[src/rtl/ps2_pkg.sv]
`default_nettype none
// ============================================================================
// Module   : ps2_pkg
// Purpose  : Shared state encoding, keyboard command codes and parity helper.
// Revision : 1.0
// ============================================================================
package ps2_pkg;

    typedef enum logic [2:0] {
        IDLE      = 3'd0,
        INHIBIT   = 3'd1,
        REQ       = 3'd2,
        SEND      = 3'd3,
        ACK       = 3'd4,
        WAIT_IDLE = 3'd5
    } ps2_state_e;

    localparam logic [7:0] CMD_SET_LEDS = 8'hED;
    localparam logic [7:0] CMD_ECHO     = 8'hEE;
    localparam logic [7:0] CMD_RESET    = 8'hFF;
    localparam logic [7:0] RESP_ACK     = 8'hFA;

    function automatic logic odd_parity(input logic [7:0] d);
        return ~^d;
    endfunction

endpackage
`default_nettype wire

[src/rtl/ps2_line_filter.sv]
`default_nettype none
// ============================================================================
// Module   : ps2_line_filter
// Purpose  : Two-flop synchroniser, run-length glitch filter and falling-edge strobe.
// Revision : 1.0
// ============================================================================
module ps2_line_filter #(
    parameter int unsigned FILTER_LEN = 8
) (
    input  logic clk,
    input  logic rst,
    input  logic line_in,
    output logic line_filt,
    output logic fall
);

    localparam int CW = $clog2(FILTER_LEN + 1);

    logic [1:0]    sync_q, sync_d;
    logic          filt_q, filt_d;
    logic [CW-1:0] cnt_q,  cnt_d;
    logic          fall_q, fall_d;

    always_comb begin
        sync_d = {sync_q[0], line_in};
        filt_d = filt_q;
        cnt_d  = '0;
        // The filtered level flips only after FILTER_LEN consecutive disagreeing samples.
        if (sync_q[1] != filt_q) begin
            if (cnt_q == CW'(FILTER_LEN - 1)) begin
                filt_d = sync_q[1];
            end else begin
                cnt_d = cnt_q + CW'(1);
            end
        end
        fall_d = filt_q & ~filt_d;
    end

    always_ff @(posedge clk or negedge rst) begin
        if (!rst) begin
            sync_q <= 2'b11;
            filt_q <= 1'b1;
            cnt_q  <= '0;
            fall_q <= 1'b0;
        end else begin
            sync_q <= sync_d;
            filt_q <= filt_d;
            cnt_q  <= cnt_d;
            fall_q <= fall_d;
        end
    end

    assign line_filt = filt_q;
    assign fall      = fall_q;

endmodule
`default_nettype wire

[src/rtl/ps2_host_tx.sv]
`default_nettype none
// ============================================================================
// Module   : ps2_host_tx
// Purpose  : PS/2 host-to-device command transmitter with ACK check and timeout.
// Revision : 1.0
// ============================================================================
module ps2_host_tx
    import ps2_pkg::*;
#(
    parameter int unsigned INHIBIT_CYCLES = 12000,
    parameter int unsigned TIMEOUT_CYCLES = 2000000,
    parameter int unsigned FILTER_LEN     = 8
) (
    input  logic       clk,
    input  logic       rst,
    input  logic [7:0] tx_data,
    input  logic       tx_valid,
    output logic       tx_ready,
    input  logic       ps2_clk_in,
    input  logic       ps2_data_in,
    output logic       ps2_clk_low,
    output logic       ps2_data_low,
    output logic       busy,
    output logic       done,
    output logic       ack_err,
    output logic       timeout
);

    localparam int unsigned MAXC = (INHIBIT_CYCLES > TIMEOUT_CYCLES) ? INHIBIT_CYCLES : TIMEOUT_CYCLES;
    localparam int TW = $clog2(MAXC + 1);

    logic clk_filt, clk_fall, data_filt, data_fall_unused;

    ps2_line_filter #(.FILTER_LEN(FILTER_LEN)) u_clk_filter (
        .clk(clk), .rst(rst), .line_in(ps2_clk_in),
        .line_filt(clk_filt), .fall(clk_fall)
    );

    ps2_line_filter #(.FILTER_LEN(FILTER_LEN)) u_data_filter (
        .clk(clk), .rst(rst), .line_in(ps2_data_in),
        .line_filt(data_filt), .fall(data_fall_unused)
    );

    ps2_state_e    state_q, state_d;
    logic [7:0]    data_q, data_d;
    logic          parity_q, parity_d;
    logic [3:0]    bit_cnt_q, bit_cnt_d;
    logic [TW-1:0] timer_q, timer_d;
    logic          ok_q, ok_d;
    logic          clk_low_q, clk_low_d;
    logic          data_low_q, data_low_d;
    logic          tx_ready_q, tx_ready_d;
    logic          busy_q, busy_d;
    logic          done_q, done_d;
    logic          ack_err_q, ack_err_d;
    logic          timeout_q, timeout_d;

    always_comb begin
        state_d    = state_q;
        data_d     = data_q;
        parity_d   = parity_q;
        bit_cnt_d  = bit_cnt_q;
        timer_d    = timer_q;
        ok_d       = ok_q;
        clk_low_d  = clk_low_q;
        data_low_d = data_low_q;
        done_d     = 1'b0;
        ack_err_d  = 1'b0;
        timeout_d  = 1'b0;

        unique case (state_q)
            IDLE: begin
                if (tx_valid && tx_ready_q) begin
                    data_d     = tx_data;
                    parity_d   = odd_parity(tx_data);
                    timer_d    = '0;
                    ok_d       = 1'b0;
                    clk_low_d  = 1'b1;
                    data_low_d = 1'b0;
                    state_d    = INHIBIT;
                end
            end
            INHIBIT: begin
                if (timer_q == TW'(INHIBIT_CYCLES - 1)) begin
                    data_low_d = 1'b1;
                    state_d    = REQ;
                end else begin
                    timer_d = timer_q + TW'(1);
                end
            end
            REQ: begin
                clk_low_d = 1'b0;
                timer_d   = '0;
                bit_cnt_d = '0;
                state_d   = SEND;
            end
            SEND, ACK: begin
                if (timer_q == TW'(TIMEOUT_CYCLES - 1)) begin
                    clk_low_d  = 1'b0;
                    data_low_d = 1'b0;
                    timeout_d  = 1'b1;
                    state_d    = IDLE;
                end else begin
                    timer_d = timer_q + TW'(1);
                    if (clk_fall) begin
                        if (bit_cnt_q != 4'hF) begin
                            bit_cnt_d = bit_cnt_q + 4'd1;
                        end
                        if (state_q == SEND) begin
                            // Edges 1..8 carry data, 9 parity, 10 releases the line as stop bit.
                            if (bit_cnt_q < 4'd8) begin
                                data_low_d = ~data_q[bit_cnt_q[2:0]];
                            end else if (bit_cnt_q == 4'd8) begin
                                data_low_d = ~parity_q;
                            end else begin
                                data_low_d = 1'b0;
                                state_d    = ACK;
                            end
                        end else begin
                            ok_d      = ~data_filt;
                            ack_err_d = data_filt;
                            state_d   = WAIT_IDLE;
                        end
                    end
                end
            end
            WAIT_IDLE: begin
                if (clk_filt && data_filt) begin
                    done_d  = ok_q;
                    ok_d    = 1'b0;
                    state_d = IDLE;
                end
            end
            default: state_d = IDLE;
        endcase

        tx_ready_d = (state_d == IDLE);
        busy_d     = (state_d != IDLE);
    end

    always_ff @(posedge clk or negedge rst) begin
        if (!rst) begin
            state_q    <= IDLE;
            data_q     <= '0;
            parity_q   <= 1'b0;
            bit_cnt_q  <= '0;
            timer_q    <= '0;
            ok_q       <= 1'b0;
            clk_low_q  <= 1'b0;
            data_low_q <= 1'b0;
            tx_ready_q <= 1'b1;
            busy_q     <= 1'b0;
            done_q     <= 1'b0;
            ack_err_q  <= 1'b0;
            timeout_q  <= 1'b0;
        end else begin
            state_q    <= state_d;
            data_q     <= data_d;
            parity_q   <= parity_d;
            bit_cnt_q  <= bit_cnt_d;
            timer_q    <= timer_d;
            ok_q       <= ok_d;
            clk_low_q  <= clk_low_d;
            data_low_q <= data_low_d;
            tx_ready_q <= tx_ready_d;
            busy_q     <= busy_d;
            done_q     <= done_d;
            ack_err_q  <= ack_err_d;
            timeout_q  <= timeout_d;
        end
    end

    assign tx_ready     = tx_ready_q;
    assign busy         = busy_q;
    assign ps2_clk_low  = clk_low_q;
    assign ps2_data_low = data_low_q;
    assign done         = done_q;
    assign ack_err      = ack_err_q;
    assign timeout      = timeout_q;

endmodule
`default_nettype wire

[config.mk]
export PLATFORM = sky130hd
export DESIGN_NAME = ps2_host_tx
export DESIGN_NICKNAME = d
export VERILOG_FILES = /design/src/rtl/ps2_pkg.sv /design/src/rtl/ps2_line_filter.sv /design/src/rtl/ps2_host_tx.sv
export SDC_FILE = /design/constraint.sdc
export NUM_CORES = 1
export LEC_CHECK = 0
export CORE_ASPECT_RATIO = 1.75
export CORE_UTILIZATION = 59
export DETAILED_ROUTE_END_ITERATION = 8
export GPL_ROUTABILITY_DRIVEN = 0
export PLACE_DENSITY_LB_ADDON = 0.2
export SYNTH_ARGS = -nofsm -noshare
export SYNTH_HDL_FRONTEND = slang
export SYNTH_SLANG_ARGS = --single-unit
[constraint.sdc]
create_clock -name clk -period 2.64 [get_ports clk]
set_clock_uncertainty 0.1 [all_clocks]
set_input_delay 0.528 -clock clk [delete_from_list [all_inputs] [get_ports clk]]
set_output_delay 0.528 -clock clk [all_outputs]
set_load 0.02 [all_outputs]
# == After elaboration in Yosys (flattened, before gate mapping) ==
# Cells that the tools add are included.
# Widths: inputs -> output; s select.
# totals
ff_bits,60
in_bits,13
out_inout_bits,7
word_cells,123
# classes
add_sub_neg,4
order_cmp,2
n_eq_ne,24
muxes,49
n_bitwise,5
reduce_logical,19
# op_table
op,n
$pmux 21 s4,1
$mux 21,3
$mux 4,7
$mux 1,24
$mux 3,8
$add 21x1->21 const B,1
$eq 21x14->1 const B,1
$eq 21x21->1 const B,1
$ne 2x2->1 const B,8
$pmux 3 s5,1
$add 4x1->4 const B,3
$reduce_bool 3->1,4
$pmux 1 s3,3
$eq 4x3->1 const B,2
$pmux 4 s2,1
$reduce_and 4->1,2
$reduce_xnor 8->1,1
$eq 3x2->1 const B,2
$eq 3x3->1 const B,2
$logic_not 3->1,2
$reduce_and 6->1,1
$reduce_and 5->1,1
$eq 4x4->1 const B,1
$lt 3x4->1 const B,1
other kinds (16),22

# == Depth between registers and ports, before layout ==
# depth
word_depth,8
depth_mapped,8
depth_no_buf,8

# == Hierarchy ==
# From an unflattened synthesis, not the netlist that was laid out.
# unflattened
cells_unflattened,335
hier_area_um2,3340.7
# by_module_without_submodules
mod,instances,cells_per_inst,area_per_inst_um2,seq_area_each_um2
ps2_host_tx,1,293,2717.6,1127.3
ps2_line_filter,2,21,311.5,203.9

# == Least setup slack after synthesis ==
# OpenSTA, ideal clock, no wires.
# synth_path
path_kind,flip-flop to flip-flop
startpoint,reg timer_q[5]
endpoint,reg busy_q (netlist: busy)
arrival_time_ns,1.772
required_ns,2.409
slack_ns,0.637
stages_incl_launch_ff,7
path_buffers,0
path_cell_list,dfrtp_1 > or4b_1 > nor4_2 > nand2_1 > nand2_1 > o2111ai_2 > or3_1
# synth_via
elab_chain_len,4
word_cells_on_any_way,6
cone_classes,2 x eq/ne; 3 x mux; 1 x reduce/logical
# synth_rtl
item,line_no,source
from (decl),ps2_host_tx.sv:48,"logic [TW-1:0] timer_q, timer_d;"
from (signal assigned),ps2_host_tx.sv:161,timer_q <= timer_d;
$eq 21x21->1 / $eq 21x14->1 (equally long branches),"ps2_host_tx.sv:98, ps2_host_tx.sv:84",
$mux 3 (on tied branches),"ps2_host_tx.sv:98, ps2_host_tx.sv:84",
$pmux 3 s5 (*),ps2_host_tx.sv:71,unique case (state_q)
named net state_d[0],ps2_host_tx.sv:44,"ps2_state_e state_q, state_d;"
$reduce_bool 3->1 (*),ps2_host_tx.sv:138,busy_d = (state_d != IDLE);
named net busy_d,ps2_host_tx.sv:53,"logic busy_q, busy_d;"
to (signal assigned),ps2_host_tx.sv:166,busy_q <= busy_d;
to (decl),ps2_host_tx.sv:53,
# The timed path passes the listed nets; every way through them passes the cells marked *.
# A chain may end at the register's enable or synchronous reset.

# == Worst setup path after layout ==
# layout_path
startpoint,reg state_q[2]
endpoint,reg busy_q (netlist: busy)
# layout_via
elab_chain_len,7
word_cells_on_any_way,17
cone_classes,5 x eq/ne; 9 x mux; 3 x reduce/logical
# layout_rtl
item,line_no,source
from (decl),ps2_host_tx.sv:44,
from (signal assigned),ps2_host_tx.sv:157,state_q <= state_d;
$mux 3,ps2_host_tx.sv:113,end else if (bit_cnt_q == 4'd8) begin
$mux 3,ps2_host_tx.sv:111,if (bit_cnt_q < 4'd8) begin
$mux 3,ps2_host_tx.sv:109,if (state_q == SEND) begin
$mux 3,ps2_host_tx.sv:105,if (clk_fall) begin
$mux 3,ps2_host_tx.sv:98,if (timer_q == TW'(TIMEOUT_CYCLES - 1)) begin
$pmux 3 s5 (*),ps2_host_tx.sv:71,
named net state_d[2],ps2_host_tx.sv:44,
$reduce_bool 3->1 (*),ps2_host_tx.sv:138,
named net busy_d,ps2_host_tx.sv:53,
# Marks and branches as above.

==> results <==
cells by family (layout without fill, tap and decap cells):
| kind of cell | after synthesis | after routing | synth area share |
|---|---|---|---|
| compound gates | 63 | 63 | 0.121 |
| buf+inv | 17 | 55 | 0.0316 |
| fa+ha+maj | 5 | 5 | 0.0195 |
| flops | 60 | 60 | 0.471 |
| mux | 15 | 15 | 0.0628 |
| xor+xnor | 22 | 22 | 0.0601 |
| simple gates | 133 | 133 | 0.234 |
stage by stage:
| step | hold WS (ns) | area (µm²) | cells | setup slack, ns |
|---|---|---|---|---|
| floorplan | 0.132 | 3210 | 315 | 0.637 |
| global placement | 0.247 | 3480 | 392 | 0.262 |
| detailed placement | 0.249 | 3480 | 392 | 0.228 |
| CTS | 0.256 | 3670 | 408 | 0.359 |
| global route | 0.260 | 3670 | 408 | 0.116 |
| finish | 0.245 | 3670 | 408 | 0.339 |
worst register-to-register path, stage by stage (launching register included):
cell	delay, ns
dfrtp_1	0.63
or3b_1	0.46
o21ai_1	0.28
nand2_1	0.24
o21ai_0	0.35
or3_1	0.18
synth_stat cells (3+ instances only):
| cell type | count |
|---|---|
| dfrtp_1 | 53 |
| nor2_1 | 30 |
| nand2_1 | 23 |
| o21ai_0 | 21 |
| a21oi_1 | 15 |
| nand3_1 | 14 |
| xnor2_1 | 14 |
| mux2_2 | 11 |
| nand4_1 | 10 |
| nor3_1 | 9 |
| xor2_1 | 8 |
| dfstp_2 | 7 |
| inv_1 | 7 |
| or3_1 | 6 |
| and3_1 | 5 |
| ha_1 | 5 |
| o31ai_1 | 5 |
| a21o_1 | 4 |
| and4_1 | 4 |
| nor3b_1 | 4 |
| nor4_1 | 4 |
| nand2b_1 | 3 |
| nand3b_1 | 3 |
| nor2b_1 | 3 |
| nor4_2 | 3 |
| o22ai_1 | 3 |
registers in the layout, summed over array words and instances (netlist names):
name / cells
state_q: 3
data_q: 8
u_clk_filter.line_filt: 1
ps2_data_low: 1
tx_ready: 1
u_data_filter.sync_q: 2
u_clk_filter.cnt_q: 4
bit_cnt_q: 4
busy: 1
u_data_filter.line_filt: 1
ack_err: 1
ps2_clk_low: 1
u_clk_filter.sync_q: 2
timer_q: 21
ok_q: 1
u_data_filter.cnt_q: 4
done: 1
timeout: 1
parity_q: 1
u_clk_filter.fall: 1
final timing paths:
check / from / to / slack (ns) / depth (start not counted)
min reg2reg: u_clk_filter.sync_q[0] / u_clk_filter.sync_q[1] / 0.26 / 0
max reg2reg: state_q[2] / busy / 0.34 / 5
min in group clk: u_clk_filter.sync_q[0] / u_clk_filter.sync_q[1] / 0.26 / 0
min: rst / u_data_filter.cnt_q[3] / 0.25 / 2
max in group asynchronous: rst / parity_q / 1.71 / 2
max: state_q[2] / busy / 0.34 / 5
metal layers:
metal  GRT usage  share of wire  up-vias
met4       0.161          0.048        0
met5           0              0        -
met3      0.0585          0.037       33
met2       0.463           0.53       99
li1            -              -     1219
met1       0.292           0.39     1243
power breakdown:
part / total (W) / internal (W) / switching [W]
Combinational: 0.000161 / 0.0000858 / 0.0000755
Clock: 0.000798 / 0.000435 / 0.000362
Sequential: 0.00103 / 0.000984 / 0.0000485
area by class of cell:
| type | instances | area share |
|---|---|---|
| clock inverter | 4 | 0.0136 |
| tap | 55 | 0.0188 |
| clock buffer | 12 | 0.0368 |
| multi-input combinational | 238 | 0.435 |
| inverter | 7 | 0.00716 |
| timing repair buffer | 32 | 0.0771 |
| sequential | 60 | 0.412 |
==> results.tsv <==
stage	metric	value	unit
setup_path	slowest_delay	0.63	ns
timing	rsz0062_at_grt	no	
timing	maxSlewHeadroom	0.499	
clock_network	root_buffer	clkbuf_8	
floorplan	io_pins	20	
floorplan	coreArea	5260	µm²
clock_network	ctsLongestPathBuffers	2	
logic_synthesis	synth_cell_types	57	
finish	nFillCells	398	
global_routing	antenna_found_initial	0	
floorplan	start_util	0.610	
drt	post_drt_wl_per_cell	17.3	µm
logic_synthesis	synth-async-reset-ratio	1.00	
logic_synthesis	synth_seq_cells	60	
clock_network	cts_max_level	3	
floorplan	die_area	5750	µm²
global_routing	overflow	0	
clock_network	hold_buffers	0	
clock_network	cts_setup_buffers	0	
timing	slew_viol_final	0	
setup_path	cp-start-kind	flop	
setup_path	arrival	2.48	ns
timing	hold_viol_final	0	
setup_path	worstPathCellList	or3b_1, o21ai_1, nand2_1, o21ai_0, or3_1	
drt	vias	2594	
drt	ant_nets	0	
place	hpwl	4970	µm
finish	fin_nets	366	
logic_synthesis	yosysTopAreaCell	dfrtp_1	
logic_synthesis	syn_nets	333	
timing	worst_pin_slew	0.751	ns
setup_path	critPathBufInv	0	
setup_path	critPathKind	reg2reg	
finish	mostFrequentLayoutCells	53 x dfrtp_1, 30 x nor2_1, 23 x nand2_1, 21 x o21ai_0, 18 x clkdlybuf4s50_1	
global_routing	grt_pass1_vias	2599	
run	cap_violations	0	
setup_path	cp_max_fo	15	
logic_synthesis	avgSynthCellArea	10.2	µm²
logic_synthesis	ys_top_cells_by_area	dfrtp_1 41%, dfstp_2 5.7%, mux2_2 3.9%	
logic_synthesis	ys.flop_type	dfrtp_1	
finish	multi_input_area	1600	µm²
finish	final_common_cell	dfrtp_1	
setup_path	end_kind	flop	
global_routing	grt_max_degree	61	
pwr	max-vdd-ir-drop	556	µV
finish	drive_above_1_share	0.164	
clock_network	cts_resized	0	
logic_synthesis	synthCells	315	
timing	fmax	435	MHz
setup_path	critical_path.top_delay_family	simple AND/OR/NAND/NOR gates	
drt	via_per_inst	6.36	
timing	finalCritPeriodShare	0.872	
drt	drc	0	
global_routing	grt_pass1_wl	11800	µm
finish	post-route-util	0.698	
logic_synthesis	syn_area	3210	µm²
timing	period_minus_slack	2.30	ns
pwr	finalPower	0.00199	W
clock_network	cts.sinks	60	
place	port_buffers	19	
setup_path	cpMaxStageDelayCell	dfrtp_1	
logic_synthesis	yosys_warnings	0	
finish	n_antenna_cell	0	
pwr	powerDensity	543	nW/µm²
setup_path	required	2.82	ns
floorplan	fp.dieW	57.7	µm
pwr	power.leakage	1.57	nW
outcome	status	finished clean	
drt	drt-pass1-iter-count	5	
global_routing	grt_usage	0.268	
floorplan	rows	35	
finish	synthToLayoutAreaGrowth	14.4	%
clock_network	cts_buffers	9	
finish	seq_area	1510	µm²
clock_network	cts_tree	yes	
logic_synthesis	synth_top_area_share	0.414	
drt	drt-initial-drc-count	112	
floorplan	die_y	99.5	µm
clock_network	path_clk_slew	0.07	ns
clock_network	clk_latency	0.34	ns
timing	setup_viol	0	
min_path	hold_class	in2async	
logic_synthesis	synth-seq-area-share	0.471	
logic_synthesis	synth_edf_count	0	
timing	setup_tns	0	ns
drt	wl	7060	µm
Power figures use the tool's default switching activity.
